## config.mk

```make
export PLATFORM = sky130hd
export DESIGN_NAME = if_stage_pipe
export DESIGN_NICKNAME = d
export VERILOG_FILES = /design/src/rtl/if_stage_pipe.sv
export SDC_FILE = /design/constraint.sdc
export NUM_CORES = 1
export LEC_CHECK = 0
export BUFFER_PORTS_ARGS = -buffer_cell sky130_fd_sc_hd__buf_2
export CAP_MARGIN = 25
export CORE_MARGIN = 2
export CORE_UTILIZATION = 55
export CTS_BUF_LIST = sky130_fd_sc_hd__clkbuf_16
export DETAILED_ROUTE_END_ITERATION = 10
export HOLD_SLACK_MARGIN = 0.02
export PLACE_DENSITY = 0.85
export SYNTH_ARGS = -nofsm -noshare
export SYNTH_HDL_FRONTEND = slang
export SYNTH_SLANG_ARGS = --single-unit
```

## constraint.sdc

```tcl
create_clock -name clk -period 6.1 [get_ports clk]
set_input_delay 0.305 -clock clk [delete_from_list [all_inputs] [get_ports clk]]
set_output_delay 0.305 -clock clk [all_outputs]
set_load 0.01 [all_outputs]
```

## src/rtl/if_stage_pipe.sv

```systemverilog
// Instruction-fetch stage with IF/ID pipeline register.
// Owns the PC, handles hazard freeze and taken-branch redirect, keeps debug counters.
module if_stage_pipe #(
    parameter int unsigned           ADDR_WIDTH  = 32,
    parameter int unsigned           INSTR_WIDTH = 32,
    parameter logic [ADDR_WIDTH-1:0] RESET_PC    = '0,
    parameter int unsigned           CNT_WIDTH   = 16
) (
    input  logic                   clk,
    input  logic                   rst,
    input  logic                   hazard_detected,
    input  logic                   branch_taken,
    input  logic [ADDR_WIDTH-1:0]  branch_addr,
    input  logic [INSTR_WIDTH-1:0] instr_rdata,
    input  logic                   cnt_clear,
    output logic [ADDR_WIDTH-1:0]  instr_addr,
    output logic [ADDR_WIDTH-1:0]  if_id_pc,
    output logic [INSTR_WIDTH-1:0] if_id_instr,
    output logic                   if_id_valid,
    output logic [CNT_WIDTH-1:0]   stall_count,
    output logic [CNT_WIDTH-1:0]   flush_count
);

    typedef enum logic [1:0] {
        MODE_ADVANCE  = 2'd0,
        MODE_FREEZE   = 2'd1,
        MODE_REDIRECT = 2'd2
    } mode_e;

    mode_e                  mode;
    logic [ADDR_WIDTH-1:0]  pc;
    logic [ADDR_WIDTH-1:0]  pc_plus4;

    // Redirect wins over freeze: a taken branch squashes whatever the hazard was holding.
    always_comb begin
        mode = MODE_ADVANCE;
        if (branch_taken) begin
            mode = MODE_REDIRECT;
        end else if (hazard_detected) begin
            mode = MODE_FREEZE;
        end
    end

    assign pc_plus4   = pc + ADDR_WIDTH'(4);
    assign instr_addr = pc;

    always_ff @(posedge clk or posedge rst) begin
        if (rst) begin
            pc          <= RESET_PC;
            if_id_pc    <= '0;
            if_id_instr <= '0;
            if_id_valid <= 1'b0;
        end else begin
            unique case (mode)
                MODE_REDIRECT: begin
                    pc          <= branch_addr;
                    if_id_pc    <= '0;
                    if_id_instr <= '0;
                    if_id_valid <= 1'b0;
                end
                MODE_FREEZE: begin
                    pc          <= pc;
                    if_id_pc    <= if_id_pc;
                    if_id_instr <= if_id_instr;
                    if_id_valid <= if_id_valid;
                end
                default: begin
                    pc          <= pc_plus4;
                    if_id_pc    <= pc_plus4;
                    if_id_instr <= instr_rdata;
                    if_id_valid <= 1'b1;
                end
            endcase
        end
    end

    // Saturating counters; clear overrides a same-cycle increment.
    always_ff @(posedge clk or posedge rst) begin
        if (rst) begin
            stall_count <= '0;
            flush_count <= '0;
        end else if (cnt_clear) begin
            stall_count <= '0;
            flush_count <= '0;
        end else begin
            if (mode == MODE_FREEZE && stall_count != '1) begin
                stall_count <= stall_count + CNT_WIDTH'(1);
            end
            if (mode == MODE_REDIRECT && flush_count != '1) begin
                flush_count <= flush_count + CNT_WIDTH'(1);
            end
        end
    end

endmodule
```

-- Word-level counts from Yosys, hierarchy flattened
Index checks and enable logic that the tools add are counted.
Widths: inputs -> output; s select.
- logic and storage cells: 27
- input port bits: 69
- output and inout port bits: 129
- register bits after elaboration: 129
- equality and inequality tests: 4
- add/subtract/negate cells: 3
- reduce and logical (&&, ||, !) cells: 4
- multiplexer cells: 10
- operator list (operator ; count):
    $pmux 32 s2 ; 3
    $mux 16 ; 4
    $add 16x1->16 const B ; 2
    $add 32x3->32 const B ; 1
    $ne 16x16->1 const B ; 2
    $reduce_bool 2->1 ; 2
    $eq 2x1->1 const B ; 1
    $eq 2x2->1 const B ; 1
    $logic_and 1x1->1 ; 2
    $mux 2 ; 1
    $pmux 1 s2 ; 1
    $mux 1 ; 1

-- Depth between registers and ports, before layout
- depth after elaboration: 6
- gate-level depth with buffers: 7
- depth with buffers taken out: 6

-- Worst setup path after synthesis
OpenSTA, ideal clock, no wires.
- kind: register to register
- start point: register pc[5], in the netlist instr_addr[5]
- end point: register pc[27], in the netlist instr_addr[27]
- setup time: 0.125 ns
- period minus slack after synthesis: 2.039 ns
- buffers on the path: 2
- required time: 5.975 ns
- slack: 4.061 ns
- cell stages (with the launch flop): 8
- arrival time: 1.914 ns
- path through: dfrtp_1 buf_2 nand2_1 or4_4 buf_6 nor4_2 xor2_1 mux2_2
- longest elaborated chain between the ends: 2
- RTL lines (item ; RTL line ; text):
    start: declaration ; 31 ; logic [ADDR_WIDTH-1:0] pc;
    start signal: assignment ; 56 ; pc <= branch_addr;
    start signal: assignment ; 62 ; pc <= pc;
    start signal: assignment ; 68 ; pc <= pc_plus4;
    $add 32x3->32 ; 44 ; assign pc_plus4 = pc + ADDR_WIDTH'(4);
    $pmux 32 s2 ; 54 ; unique case (mode)
Every way passes these cells.
A chain may end at the register's enable or synchronous reset.

-- Worst setup path in the final report
- start point: register pc[2], in the netlist instr_addr[2]
- end point: register pc[24], in the netlist instr_addr[24]
The elaborated chain is that of the path after synthesis.

==> metrics.txt <==
status finished clean; Total GRT Usage 26.1%; commonest cells after routing, fill and taps aside buf_2 (195), dfrtp_1 (129), nor2_1 (90); vias in the first global route 5,255; Remaining DRCs 0; gpl congestion roughly 0.91; chip width 113 µm; sequential share of the synthesized area 49.6%; Initial Utilization a little under three fifths; TNS Setup 0 ps; worst hold slack 101 ps; worst skew pair latency 410 ps; Reg clk slew, reported paths 50 ps; DRT iter0 DRCs 468; I/O pins 198; CTS Root Cell clkbuf_16; Tmin final 2460 ps; die height ~110 µm; Yosys cell types 39; Num Clock Sinks 129; WP data required roughly 6400 ps; max frequency 406 MHz; Final nets 926; Peak VDD IR 0.218 mV; flops & latches, synth ~130; post-CTS repair timing setup buffer count 0; Die ar. 12,700 µm²; commonest non-fill, non-tap cell in the layout buf_2; Final ANT Viol Nets 0; Fin. Hold Viols 0; Core Rows 39; worst-margin pin slew 942 ps; largest net degree at the start of global routing 83; Slew Limit Headroom a little under two fifths; post-synthesis instance total 673; Synth Net Count between 700 and 800; Max Clock Skew 4.13 ps; routed vias 5,599; Num CTS Buffers 17; Area Overhead vs Synth 26.3%; Primary FF master, synth dfrtp_1; static leakage 4.04 nW; final worst-path cycle share 40.4%; final wirelength 16.2 mm; initial antenna violation count 3; First-pass DRT Iterations 5; drt wl/cell about 16 µm; Core Util, Final 71.7%; HP Class in -> reg; vias per cell between 5 and 6; CTS Buffer Depth 2; post-detail-place hpwl roughly 11 mm; RSZ-0062 raised after global routing false; Critical Path AT 2780 ps; IO buf count 197; Setup crit start kind flip-flop; H-tree lvl count 4; ys async rst share 100%; mean post-synth cell area 9.68 µm²; layout cells sized above 1 between 20% and 30%; Post-synth EDFFs 0; power per cell area 280 nW/µm²; GRT overflow 0; Yosys warning total 0; Max Slew Vio Count 0; CP Class reg -> reg; CP endpoint kind flip-flop; Post-Synthesis Cell Area 6510 µm²; max-cap violations 0; Max FO, Critical Path 9; first-pass GRT wire length 26.5 mm; Placeable Area 11,500 µm²; filler instances 866; Final Setup Violations 0; TritonCTS clock tree done
-- per-stage QoR --
stage	power (mW)	instance area, µm²	worst slack [ps]	std cells
floorplan	1.13	6510	2350	673
global placement	1.24	7530	3300	975
detailed placement	1.24	7530	3260	975
CTS	2.31	8170	3630	1007
global route	2.40	8220	3440	1010
finish	2.30	8230	3640	1011
-- what timing repair did --
item                                    CTS  global route
endpoints found under the setup margin    0             0
gates resized for setup                   0             0
hold buffers                              1             0
endpoints found under the hold margin    47             0
-- final timing paths --
| path | from | endpoint | slack, ps | cells after the start |
|---|---|---|---|---|
| worst max register to register | instr_addr[2] | instr_addr[24] | 3640 | 6 |
| worst min register to register | if_id_instr[8] | if_id_instr[8] | 520 | 2 |
| worst max-delay path | instr_addr[2] | instr_addr[24] | 3640 | 6 |
| worst min-delay path | branch_addr[5] | instr_addr[5] | 100 | 3 |
| max in group asynchronous | rst | instr_addr[22] | 4600 | 5 |
| min in group asynchronous | rst | if_id_instr[2] | 510 | 3 |
-- layout make-up --
type | count | area, µm² | area share, %
well taps | 143 | 179 | 2.18
diodes | 2 | 5.00 | 0.0608
inverters | 18 | 70.1 | 0.852
clock inverters | 14 | 195 | 2.37
clock buffers | 17 | 425 | 5.17
flip-flops and latches | 129 | 3230 | 39.2
multi-input cells | 485 | 3040 | 37.0
repair buffers | 203 | 1080 | 13.1
-- flip-flops by register name, summed over array words and instances (netlist names) --
name	cells
stall_count	16
if_id_valid	1
instr_addr	32
if_id_instr	32
flush_count	16
if_id_pc	32
-- Yosys cell counts (all sizes together) (11+ instances only) --
master  count  area (µm²)
dfrtp     129        3230
nor2       90         338
nand2      57         214
xor2       45         394
mux2i      43         430
o21ai      39         195
xnor2      35         307
nand4      27         169
a21oi      26         134
nand3      26         145
clkbuf     23        86.3
buf        18        86.3
inv        18        67.6
nor3       18        95.1
o21a       14         105
and3       11        68.8
-- where the power goes --
| part | switching, mW | internal, mW |
|---|---|---|
| sequential | 0.0606 | 0.906 |
| combinational | 0.150 | 0.117 |
| clock | 0.356 | 0.714 |
| total | 0.567 | 1.74 |
-- kinds of logic after synthesis --
logic type / count (synthesis) / share of synthesized area, %
xor+xnor: 80 / 10.8
simple gates: 265 / 20.2
buf+inv: 59 / 3.69
compound gates: 91 / 8.11
mux: 46 / 7.13
fa+ha+maj: 3 / 0.576
flops: 129 / 49.6
-- metal layers --
metal	share of wire (%)	wire, µm	track usage [%]	vias to the layer above
met5	0.13	21	0	-
met1	42	6880	35.5	2691
met3	6.6	1080	6.70	29
met2	49	7890	40.4	195
li1	-	-	-	2680
met4	2.1	347	10.4	4
-- worst max-delay path, stage by stage (launching register included) --
cell and delay [ps]:
dfrtp_1 470, ha_1 310, nand4_1 190, nor4_2 860
nand3_1 200, xor2_1 190, o21ai_0 150
Power figures use the tool's default switching activity.
